$ cat src/rtl/layer_compositor_pkg.sv
// rtl/layer_compositor_pkg.sv - screen encodings, fade FSM states and shared defaults
package layer_compositor_pkg;

  localparam int CW_DEFAULT = 8;

  localparam logic [1:0] SCR_START = 2'd0;
  localparam logic [1:0] SCR_GAME  = 2'd1;
  localparam logic [1:0] SCR_OVER  = 2'd2;

  typedef enum logic [1:0] {
    IDLE     = 2'd0,
    FADE_OUT = 2'd1,
    SWAP     = 2'd2,
    FADE_IN  = 2'd3
  } fade_state_t;

  // Encoding 3 is unused upstream and aliases the start screen.
  function automatic logic [1:0] map_screen(input logic [1:0] s);
    return (s == 2'd3) ? SCR_START : s;
  endfunction

endpackage

$ cat src/rtl/layer_compositor_if.sv
// rtl/layer_compositor_if.sv - pixel/layer bundle between renderers and the compositor
interface layer_compositor_if #(
  parameter int N_LAYERS = 6,
  parameter int CW       = layer_compositor_pkg::CW_DEFAULT
);
  logic                     de;
  logic                     frame_start;
  logic [N_LAYERS*3*CW-1:0] layer_rgb;
  logic [N_LAYERS-1:0]      layer_a;
  logic [N_LAYERS-1:0]      layer_en;
  logic [3*CW-1:0]          bg_rgb;
  logic [1:0]               screen_state;
  logic [CW-1:0]            R;
  logic [CW-1:0]            G;
  logic [CW-1:0]            B;
  logic                     de_out;
  logic [1:0]               cur_screen;
  logic                     fading;

  modport master (
    output de, frame_start, layer_rgb, layer_a, layer_en, bg_rgb, screen_state,
    input  R, G, B, de_out, cur_screen, fading
  );

  modport slave (
    input  de, frame_start, layer_rgb, layer_a, layer_en, bg_rgb, screen_state,
    output R, G, B, de_out, cur_screen, fading
  );
endinterface

$ cat src/rtl/layer_compositor_layer_priority_mux.sv
// rtl/layer_compositor_layer_priority_mux.sv - picks the highest-priority opaque enabled layer
module layer_priority_mux #(
  parameter int N_LAYERS = 6,
  parameter int CW       = 8
) (
  input  logic [N_LAYERS*3*CW-1:0] layer_rgb,
  input  logic [N_LAYERS-1:0]      layer_a,
  input  logic [N_LAYERS-1:0]      layer_en,
  input  logic [3*CW-1:0]          bg_rgb,
  output logic [3*CW-1:0]          rgb
);

  // Walk from lowest to highest priority so layer 0 overwrites last.
  always_comb begin
    rgb = bg_rgb;
    for (int i = N_LAYERS - 1; i >= 0; i--) begin
      if (layer_a[i] && layer_en[i]) begin
        rgb = layer_rgb[i*3*CW +: 3*CW];
      end
    end
  end

endmodule

$ cat src/rtl/layer_compositor.sv
// rtl/layer_compositor.sv - two-stage layer merge with frame-synchronous fade between screens
module layer_compositor
  import layer_compositor_pkg::*;
#(
  parameter int N_LAYERS   = 6,
  parameter int CW         = CW_DEFAULT,
  parameter int FADE_SHIFT = 4
) (
  input  logic               clk,
  input  logic               rst_n,
  layer_compositor_if.slave  bus
);

  localparam int              LW        = FADE_SHIFT + 1;
  localparam int              PW        = CW + FADE_SHIFT + 1;
  localparam logic [LW-1:0]   LEVEL_MAX = LW'(1 << FADE_SHIFT);

  fade_state_t     state;
  logic [LW-1:0]   level;
  logic [LW-1:0]   level_dn;
  logic [LW-1:0]   level_up;
  logic [1:0]      target;
  logic [1:0]      cur_screen;
  logic            fading;

  logic [3*CW-1:0] mux_rgb;
  logic [3*CW-1:0] s1_rgb;
  logic            s1_de;
  logic [CW-1:0]   r_q, g_q, b_q;
  logic            de_q;

  function automatic logic [CW-1:0] scale(input logic [CW-1:0] c, input logic [LW-1:0] lv);
    logic [PW-1:0] p;
    p = PW'(c) * PW'(lv);
    return CW'(p >> FADE_SHIFT);
  endfunction

  layer_priority_mux #(.N_LAYERS(N_LAYERS), .CW(CW)) u_mux (
    .layer_rgb (bus.layer_rgb),
    .layer_a   (bus.layer_a),
    .layer_en  (bus.layer_en),
    .bg_rgb    (bus.bg_rgb),
    .rgb       (mux_rgb)
  );

  assign level_dn = (level == '0) ? '0 : level - LW'(1);
  assign level_up = (level == LEVEL_MAX) ? LEVEL_MAX : level + LW'(1);

  // Level only moves on frame_start so every pixel of a frame shares one brightness.
  always_ff @(posedge clk) begin
    if (!rst_n) begin
      state      <= IDLE;
      level      <= LEVEL_MAX;
      target     <= SCR_START;
      cur_screen <= SCR_START;
      fading     <= 1'b0;
    end else begin
      target <= map_screen(bus.screen_state);
      if (bus.frame_start) begin
        unique case (state)
          IDLE: begin
            if (target != cur_screen) begin
              state  <= FADE_OUT;
              level  <= level_dn;
              fading <= 1'b1;
            end
          end
          FADE_OUT: begin
            level <= level_dn;
            if (level_dn == '0) state <= SWAP;
          end
          SWAP: begin
            cur_screen <= target;
            level      <= LW'(1);
            state      <= FADE_IN;
          end
          FADE_IN: begin
            if (target != cur_screen) begin
              level <= level_dn;
              state <= (level_dn == '0) ? SWAP : FADE_OUT;
            end else begin
              level <= level_up;
              if (level_up == LEVEL_MAX) begin
                state  <= IDLE;
                fading <= 1'b0;
              end
            end
          end
          default: state <= IDLE;
        endcase
      end
    end
  end

  always_ff @(posedge clk) begin
    if (!rst_n) begin
      s1_rgb <= '0;
      s1_de  <= 1'b0;
      r_q    <= '0;
      g_q    <= '0;
      b_q    <= '0;
      de_q   <= 1'b0;
    end else begin
      s1_rgb <= mux_rgb;
      s1_de  <= bus.de;
      de_q   <= s1_de;
      if (s1_de) begin
        r_q <= scale(s1_rgb[3*CW-1:2*CW], level);
        g_q <= scale(s1_rgb[2*CW-1:CW],   level);
        b_q <= scale(s1_rgb[CW-1:0],      level);
      end else begin
        r_q <= '0;
        g_q <= '0;
        b_q <= '0;
      end
    end
  end

  assign bus.R          = r_q;
  assign bus.G          = g_q;
  assign bus.B          = b_q;
  assign bus.de_out     = de_q;
  assign bus.cur_screen = cur_screen;
  assign bus.fading     = fading;

endmodule

$ cat src/flat_wrapper.sv
// flat-port wrapper written by rule: the top's interface ports become plain ports
module layer_compositor_flat import layer_compositor_pkg::*;
#(
  parameter int N_LAYERS   = 6,
  parameter int CW         = CW_DEFAULT,
  parameter int FADE_SHIFT = 4
)
  (clk, rst_n, bus_de, bus_frame_start, bus_layer_rgb, bus_layer_a, bus_layer_en, bus_bg_rgb, bus_screen_state, bus_R, bus_G, bus_B, bus_de_out, bus_cur_screen, bus_fading);
  layer_compositor_if #(.N_LAYERS(N_LAYERS), .CW(CW)) bus_i ();
  input  logic clk;
  input  logic rst_n;
  input wire logic [$bits(bus_i.de)-1:0] bus_de;
  input wire logic [$bits(bus_i.frame_start)-1:0] bus_frame_start;
  input wire logic [$bits(bus_i.layer_rgb)-1:0] bus_layer_rgb;
  input wire logic [$bits(bus_i.layer_a)-1:0] bus_layer_a;
  input wire logic [$bits(bus_i.layer_en)-1:0] bus_layer_en;
  input wire logic [$bits(bus_i.bg_rgb)-1:0] bus_bg_rgb;
  input wire logic [$bits(bus_i.screen_state)-1:0] bus_screen_state;
  output wire logic [$bits(bus_i.R)-1:0] bus_R;
  output wire logic [$bits(bus_i.G)-1:0] bus_G;
  output wire logic [$bits(bus_i.B)-1:0] bus_B;
  output wire logic [$bits(bus_i.de_out)-1:0] bus_de_out;
  output wire logic [$bits(bus_i.cur_screen)-1:0] bus_cur_screen;
  output wire logic [$bits(bus_i.fading)-1:0] bus_fading;
  assign bus_i.de = bus_de;
  assign bus_i.frame_start = bus_frame_start;
  assign bus_i.layer_rgb = bus_layer_rgb;
  assign bus_i.layer_a = bus_layer_a;
  assign bus_i.layer_en = bus_layer_en;
  assign bus_i.bg_rgb = bus_bg_rgb;
  assign bus_i.screen_state = bus_screen_state;
  assign bus_R = bus_i.R;
  assign bus_G = bus_i.G;
  assign bus_B = bus_i.B;
  assign bus_de_out = bus_i.de_out;
  assign bus_cur_screen = bus_i.cur_screen;
  assign bus_fading = bus_i.fading;
  layer_compositor #(.N_LAYERS(N_LAYERS), .CW(CW), .FADE_SHIFT(FADE_SHIFT)) u_core (.clk(clk), .rst_n(rst_n), .bus(bus_i));
endmodule
$ cat config.mk
export PLATFORM = sky130hd
export DESIGN_NAME = layer_compositor_flat
export DESIGN_NICKNAME = d
export VERILOG_FILES = /design/src/rtl/layer_compositor_pkg.sv /design/src/rtl/layer_compositor_if.sv /design/src/rtl/layer_compositor_layer_priority_mux.sv /design/src/rtl/layer_compositor.sv /design/src/flat_wrapper.sv
export SDC_FILE = /design/constraint.sdc
export NUM_CORES = 1
export LEC_CHECK = 0
export CAP_MARGIN = 30
export CORE_UTILIZATION = 47
export DETAILED_ROUTE_END_ITERATION = 8
export PLACE_DENSITY = 0.78
export REMOVE_ABC_BUFFERS = 1
export SLEW_MARGIN = 25
export SYNTH_ARGS = -nofsm -noshare
export SYNTH_HDL_FRONTEND = slang
export SYNTH_SLANG_ARGS = --single-unit
$ cat constraint.sdc
create_clock -name clk -period 6.55 [get_ports clk]
set_clock_uncertainty 0.05 [all_clocks]
set_input_delay 0.655 -clock clk [delete_from_list [all_inputs] [get_ports clk]]
set_output_delay 0.655 -clock clk [all_outputs]
set_load 0.01 [all_outputs]
==> report_table.html <==
<table>
<tr><th>Metric</th><th>Value</th></tr>
<tr><th colspan="2">Cells and area</th></tr>
<tr><td>Final non-filler cell total</td><td>1228</td></tr>
<tr><td>Final-stage net count</td><td>1333</td></tr>
<tr><td>Cell area after layout</td><td>9270 um^2</td></tr>
<tr><td>Total inserted antenna cells</td><td>0</td></tr>
<tr><td>Post-layout utilization of the core</td><td>66.6%</td></tr>
<tr><td>Area added between synthesis and finish</td><td>37.8%</td></tr>
<tr><td>Fraction of final layout cells sized beyond drive strength 1</td><td>3.72%</td></tr>
<tr><th colspan="2">Logic synthesis</th></tr>
<tr><td>Dominant register cell in the synthesized netlist</td><td>dfxtp_1</td></tr>
<tr><td>Syn Area/Cell</td><td>7.74 um^2</td></tr>
<tr><td>Share of the synthesized area in the top cell type</td><td>18.4%</td></tr>
<tr><td>Register bit count reported by yosys</td><td>62</td></tr>
<tr><td>Gate count of the mapped netlist</td><td>869</td></tr>
<tr><td>FFs w/ async S/R, synth</td><td>0%</td></tr>
<tr><td>Post-synth EDFFs</td><td>0</td></tr>
<tr><td>Total number of yosys warnings</td><td>0</td></tr>
<tr><td>Synth cell types</td><td>50</td></tr>
<tr><td>Cells taking the most area after synthesis</td><td>dfxtp_1 (18%), fa_1 (14%), ha_1 (10%), and2_1 (7.3%), nand2_1 (5.4%)</td></tr>
<tr><td>Library cell with the largest summed area after synthesis</td><td>dfxtp_1</td></tr>
<tr><td>Netlist area before placement</td><td>6730 um^2</td></tr>
<tr><td>Proportion of synthesized chip area in sequential cells</td><td>18.4%</td></tr>
<tr><th colspan="2">Timing</th></tr>
<tr><td>Final hold violation count</td><td>0</td></tr>
<tr><td>Shortest period the worst path allows</td><td>4.16 ns</td></tr>
<tr><td>Transition time of the tightest slew-check pin</td><td>0.968 ns</td></tr>
<tr><td>Fmax</td><td>0.241 GHz</td></tr>
<tr><td>Final TNS setup</td><td>0 ns</td></tr>
<tr><td>Tightest hold margin</td><td>0.491 ns</td></tr>
<tr><td>Final setup violating endpoints</td><td>0</td></tr>
<tr><td>Max Transition Viols Final</td><td>0</td></tr>
<tr><td>Final cycle utilization of the critical path</td><td>63.4%</td></tr>
<tr><td>Setup repair after global routing missed its margin</td><td>false</td></tr>
<tr><td>Worst Setup Slack, final</td><td>2.39 ns</td></tr>
<tr><td>Slew headroom</td><td>35.5%</td></tr>
<tr><th colspan="2">Die</th></tr>
<tr><td>Die height</td><td>122 um</td></tr>
<tr><td>Starting density of the core</td><td>48.3%</td></tr>
<tr><td>DIE WIDTH</td><td>122 um</td></tr>
<tr><td>Floorplan die area</td><td>14800 um^2</td></tr>
<tr><td>Core area</td><td>13900 um^2</td></tr>
<tr><td>Row cnt</td><td>43</td></tr>
<tr><td>I/O Pins</td><td>214</td></tr>
<tr><th colspan="2">Power</th></tr>
<tr><td>Largest voltage drop on the vdd net</td><td>127 uV</td></tr>
<tr><td>Leak pwr</td><td>4.10 nW</td></tr>
<tr><td>Tot Pwr</td><td>1.44 mW</td></tr>
<tr><td>Cell Pwr Density</td><td>155 nW/um^2</td></tr>
<tr><td>Sequential Power Share</td><td>30.8%</td></tr>
<tr><td>Net switching component of the power</td><td>0.444 mW</td></tr>
<tr><td>Switching share of total power</td><td>30.9%</td></tr>
<tr><td>Clock power share</td><td>35.1%</td></tr>
<tr><td>Combinational Power Share</td><td>34.1%</td></tr>
<tr><td>Cell-internal power</td><td>0.993 mW</td></tr>
<tr><th colspan="2">GRT</th></tr>
<tr><td>Number of global-route vias before repair</td><td>6502</td></tr>
<tr><td>Initial antenna violation count</td><td>0</td></tr>
<tr><td>Remaining global-route overflow</td><td>0</td></tr>
<tr><td>Global-route wire length before repair</td><td>31400 um</td></tr>
<tr><td>Largest net degree at the start of global routing</td><td>49</td></tr>
<tr><td>Overall Global Routing Usage</td><td>27.1%</td></tr>
<tr><th colspan="2">Clock network</th></tr>
<tr><td>Number of clock sinks seen by CTS</td><td>62</td></tr>
<tr><td>Reg clk slew, reported paths</td><td>0.05 ns</td></tr>
<tr><td>Post-CTS repair timing setup buffer count</td><td>0</td></tr>
<tr><td>TritonCTS clock tree</td><td>yes</td></tr>
<tr><td>Root Driver</td><td>clkbuf_16</td></tr>
<tr><td>Clock insertion delay at the later pin of the skew report</td><td>0.34 ns</td></tr>
<tr><td>Number of clock buffers inserted by TritonCTS</td><td>9</td></tr>
<tr><td>Number of levels the H-tree was split into</td><td>3</td></tr>
<tr><td>Number of buffers added to fix hold violations after cts</td><td>0</td></tr>
<tr><td>Cts repair resizes</td><td>0</td></tr>
<tr><td>Buffer depth of the longest clock path</td><td>2</td></tr>
<tr><th colspan="2">Route</th></tr>
<tr><td>Remaining DRCs</td><td>0</td></tr>
<tr><td>Overall via count from detail_route</td><td>6824</td></tr>
<tr><td>Initial DRC count</td><td>427</td></tr>
<tr><td>Per-cell via count in the routed design</td><td>5.56</td></tr>
<tr><td>Count of antenna-violating nets left after detailed routing</td><td>0</td></tr>
<tr><td>Routed WL per cell</td><td>15.8 um</td></tr>
<tr><td>Detailed-route wire length</td><td>19400 um</td></tr>
<tr><td>Detailed-routing iteration count for the pre-antenna-repair pass</td><td>5</td></tr>
<tr><th colspan="2">Setup path</th></tr>
<tr><td>Cell type with the highest occurrence count on the critical path</td><td>fa_1</td></tr>
<tr><td>Critical Path, Cell by Cell</td><td>buf_8 &gt; nand2_1 &gt; fa_1 &gt; fa_1 &gt; fa_1 &gt; inv_1 &gt; ha_1 &gt; a21o_1 &gt; a21oi_1 &gt; a211oi_2 &gt; o31a_1 &gt; o21a_1</td></tr>
<tr><td>Classification of the worst setup path</td><td>register to register</td></tr>
<tr><td>Capturing point of the worst reg2reg path</td><td>u_core.bus.R[7]</td></tr>
<tr><td>Data required time of the critical path</td><td>6.73 ns</td></tr>
<tr><td>Slowest cell delay on critical path</td><td>0.60 ns</td></tr>
<tr><td>FF-to-FF setup slack</td><td>2.39 ns</td></tr>
<tr><td>CP max FO</td><td>21</td></tr>
<tr><td>Launching instance or port of the critical path</td><td>u_core.level[3]</td></tr>
<tr><td>Sort of element at the start of the critical path</td><td>register</td></tr>
<tr><td>Critical R2R Launch</td><td>u_core.level[3]</td></tr>
<tr><td>Crit end category</td><td>register</td></tr>
<tr><td>R2R depth</td><td>12</td></tr>
<tr><td>Slowest cell on the critical path</td><td>dfxtp_1</td></tr>
<tr><td>Worst path arrival time</td><td>4.34 ns</td></tr>
<tr><th colspan="2">Place</th></tr>
<tr><td>Placed standard-cell area</td><td>8920 um^2</td></tr>
<tr><td>Port Buffer Count</td><td>213</td></tr>
<tr><td>Placer's final routability congestion estimate</td><td>0.913</td></tr>
<tr><td>Placement-stage worst setup slack</td><td>2.02 ns</td></tr>
<tr><td>Half-perimeter wire length after detailed placement</td><td>15000 um</td></tr>
<tr><td>Cell count after placement</td><td>1210</td></tr>
<tr><th colspan="2">Min path</th></tr>
<tr><td>Hold Path End</td><td>u_core.bus.cur_screen[0]</td></tr>
<tr><td>Number of cells on the worst hold path</td><td>2</td></tr>
<tr><td>Startpoint of the tightest hold check path</td><td>u_core.bus.cur_screen[0]</td></tr>
<tr><td>Type of the worst min-delay path</td><td>register to register</td></tr>
<tr><th colspan="2">Job</th></tr>
<tr><td>Max capacitance violation total</td><td>0</td></tr>
<tr><th colspan="2">Outcome</th></tr>
<tr><td>Run status</td><td>finished, final reports clean</td></tr>
</table>
## final cells by class
class / instances / area, um^2
fill: 1195 / 4660
timing repair buffer: 224 / 2230
sequential: 62 / 1240
multi-input combinational: 669 / 4960
tap: 180 / 225
clock inverter: 3 / 40.0
inverter: 77 / 289
clock buffer: 13 / 280
## flip-flops by register name, summed over array words and instances, names as in the netlist
name and flops:
u_core.bus.R 8, u_core.bus.fading 1, u_core.bus.G 8, u_core.target 2, u_core.bus.B 8, u_core.bus.cur_screen 2
u_core.s1_rgb 24, u_core.bus.de_out 1, u_core.state 2, u_core.level 5, u_core.s1_de 1
## kinds of logic (layout without fill, tap and decap cells)
group,count (synthesis),count (layout),synth area share [%]
AO/OA/AOI/OAI,218,218,21.3
multiplexers,1,1,0.149
adder cells (fa/ha/maj),105,105,24.8
buffers and inverters,138,317,7.83
flip-flops,62,62,18.4
AND/OR/NAND/NOR,326,326,24.4
XOR/XNOR,19,19,3.11
## critical path, delay by kind of cell (launching register included)
kind	cells	cell delay, ns
buffers and inverters	2	0.26
AND/OR/NAND/NOR	1	0.08
flip-flops	1	0.60
adder cells (fa/ha/maj)	4	1.89
AO/OA/AOI/OAI	5	1.16
## Yosys cell counts, types with 7 or more instances
cell type / count
nand2_1: 97
and2_1: 78
inv_1: 77
dfxtp_1: 62
o21ai_0: 61
clkbuf_1: 58
ha_1: 56
a21oi_1: 54
fa_1: 48
nor2_1: 44
nand3_1: 36
a311oi_1: 25
a221oi_1: 24
and3_1: 24
nor3_1: 24
a21o_1: 13
o21a_1: 11
xor2_1: 8
xnor2_1: 7
## power groups by stage
stage / Sequential (mW) / Combinational, mW / Clock (mW)
after CTS: 0.445 / 0.483 / 0.515
after floorplan: 0.439 / 0.265 / 0
after global routing: 0.446 / 0.549 / 0.533
after global placement: 0.452 / 0.469 / 0
after detailed placement: 0.452 / 0.477 / 0
final: 0.442 / 0.490 / 0.504
## metal layers
layer	GRT usage, %	up-vias	wire (um)
met2	46.4	228	9550
met1	34.7	3221	8450
met3	3.51	28	997
met5	0	-	0
li1	-	3347	-
met4	9.80	0	428
## placed cells by master, fill, tap and decap left out, types with 24 or more instances in the layout
cell type / n
a21oi_1: 54
and2_1: 78
nor3_1: 24
dfxtp_1: 61
and3_1: 24
nor2_1: 43
fa_1: 48
o21ai_0: 61
ha_1: 56
nand2_1: 97
clkdlybuf4s50_1: 213
a221oi_1: 24
nand3_1: 36
inv_1: 77
a311oi_1: 25
## how the worst max path moves through the flow
| stage | to | slack, ns | cells after the start |
|---|---|---|---|
| floorplan | u_core.bus.R[7] | 2.53 | 11 |
| global placement | u_core.bus.R[7] | 2.13 | 11 |
| detailed placement | u_core.bus.R[7] | 2.02 | 11 |
| CTS | u_core.bus.R[7] | 2.04 | 11 |
| global route | u_core.bus.R[7] | 2.11 | 11 |
| finish | u_core.bus.R[7] | 2.39 | 12 |
(Power assumes the default switching activity.)
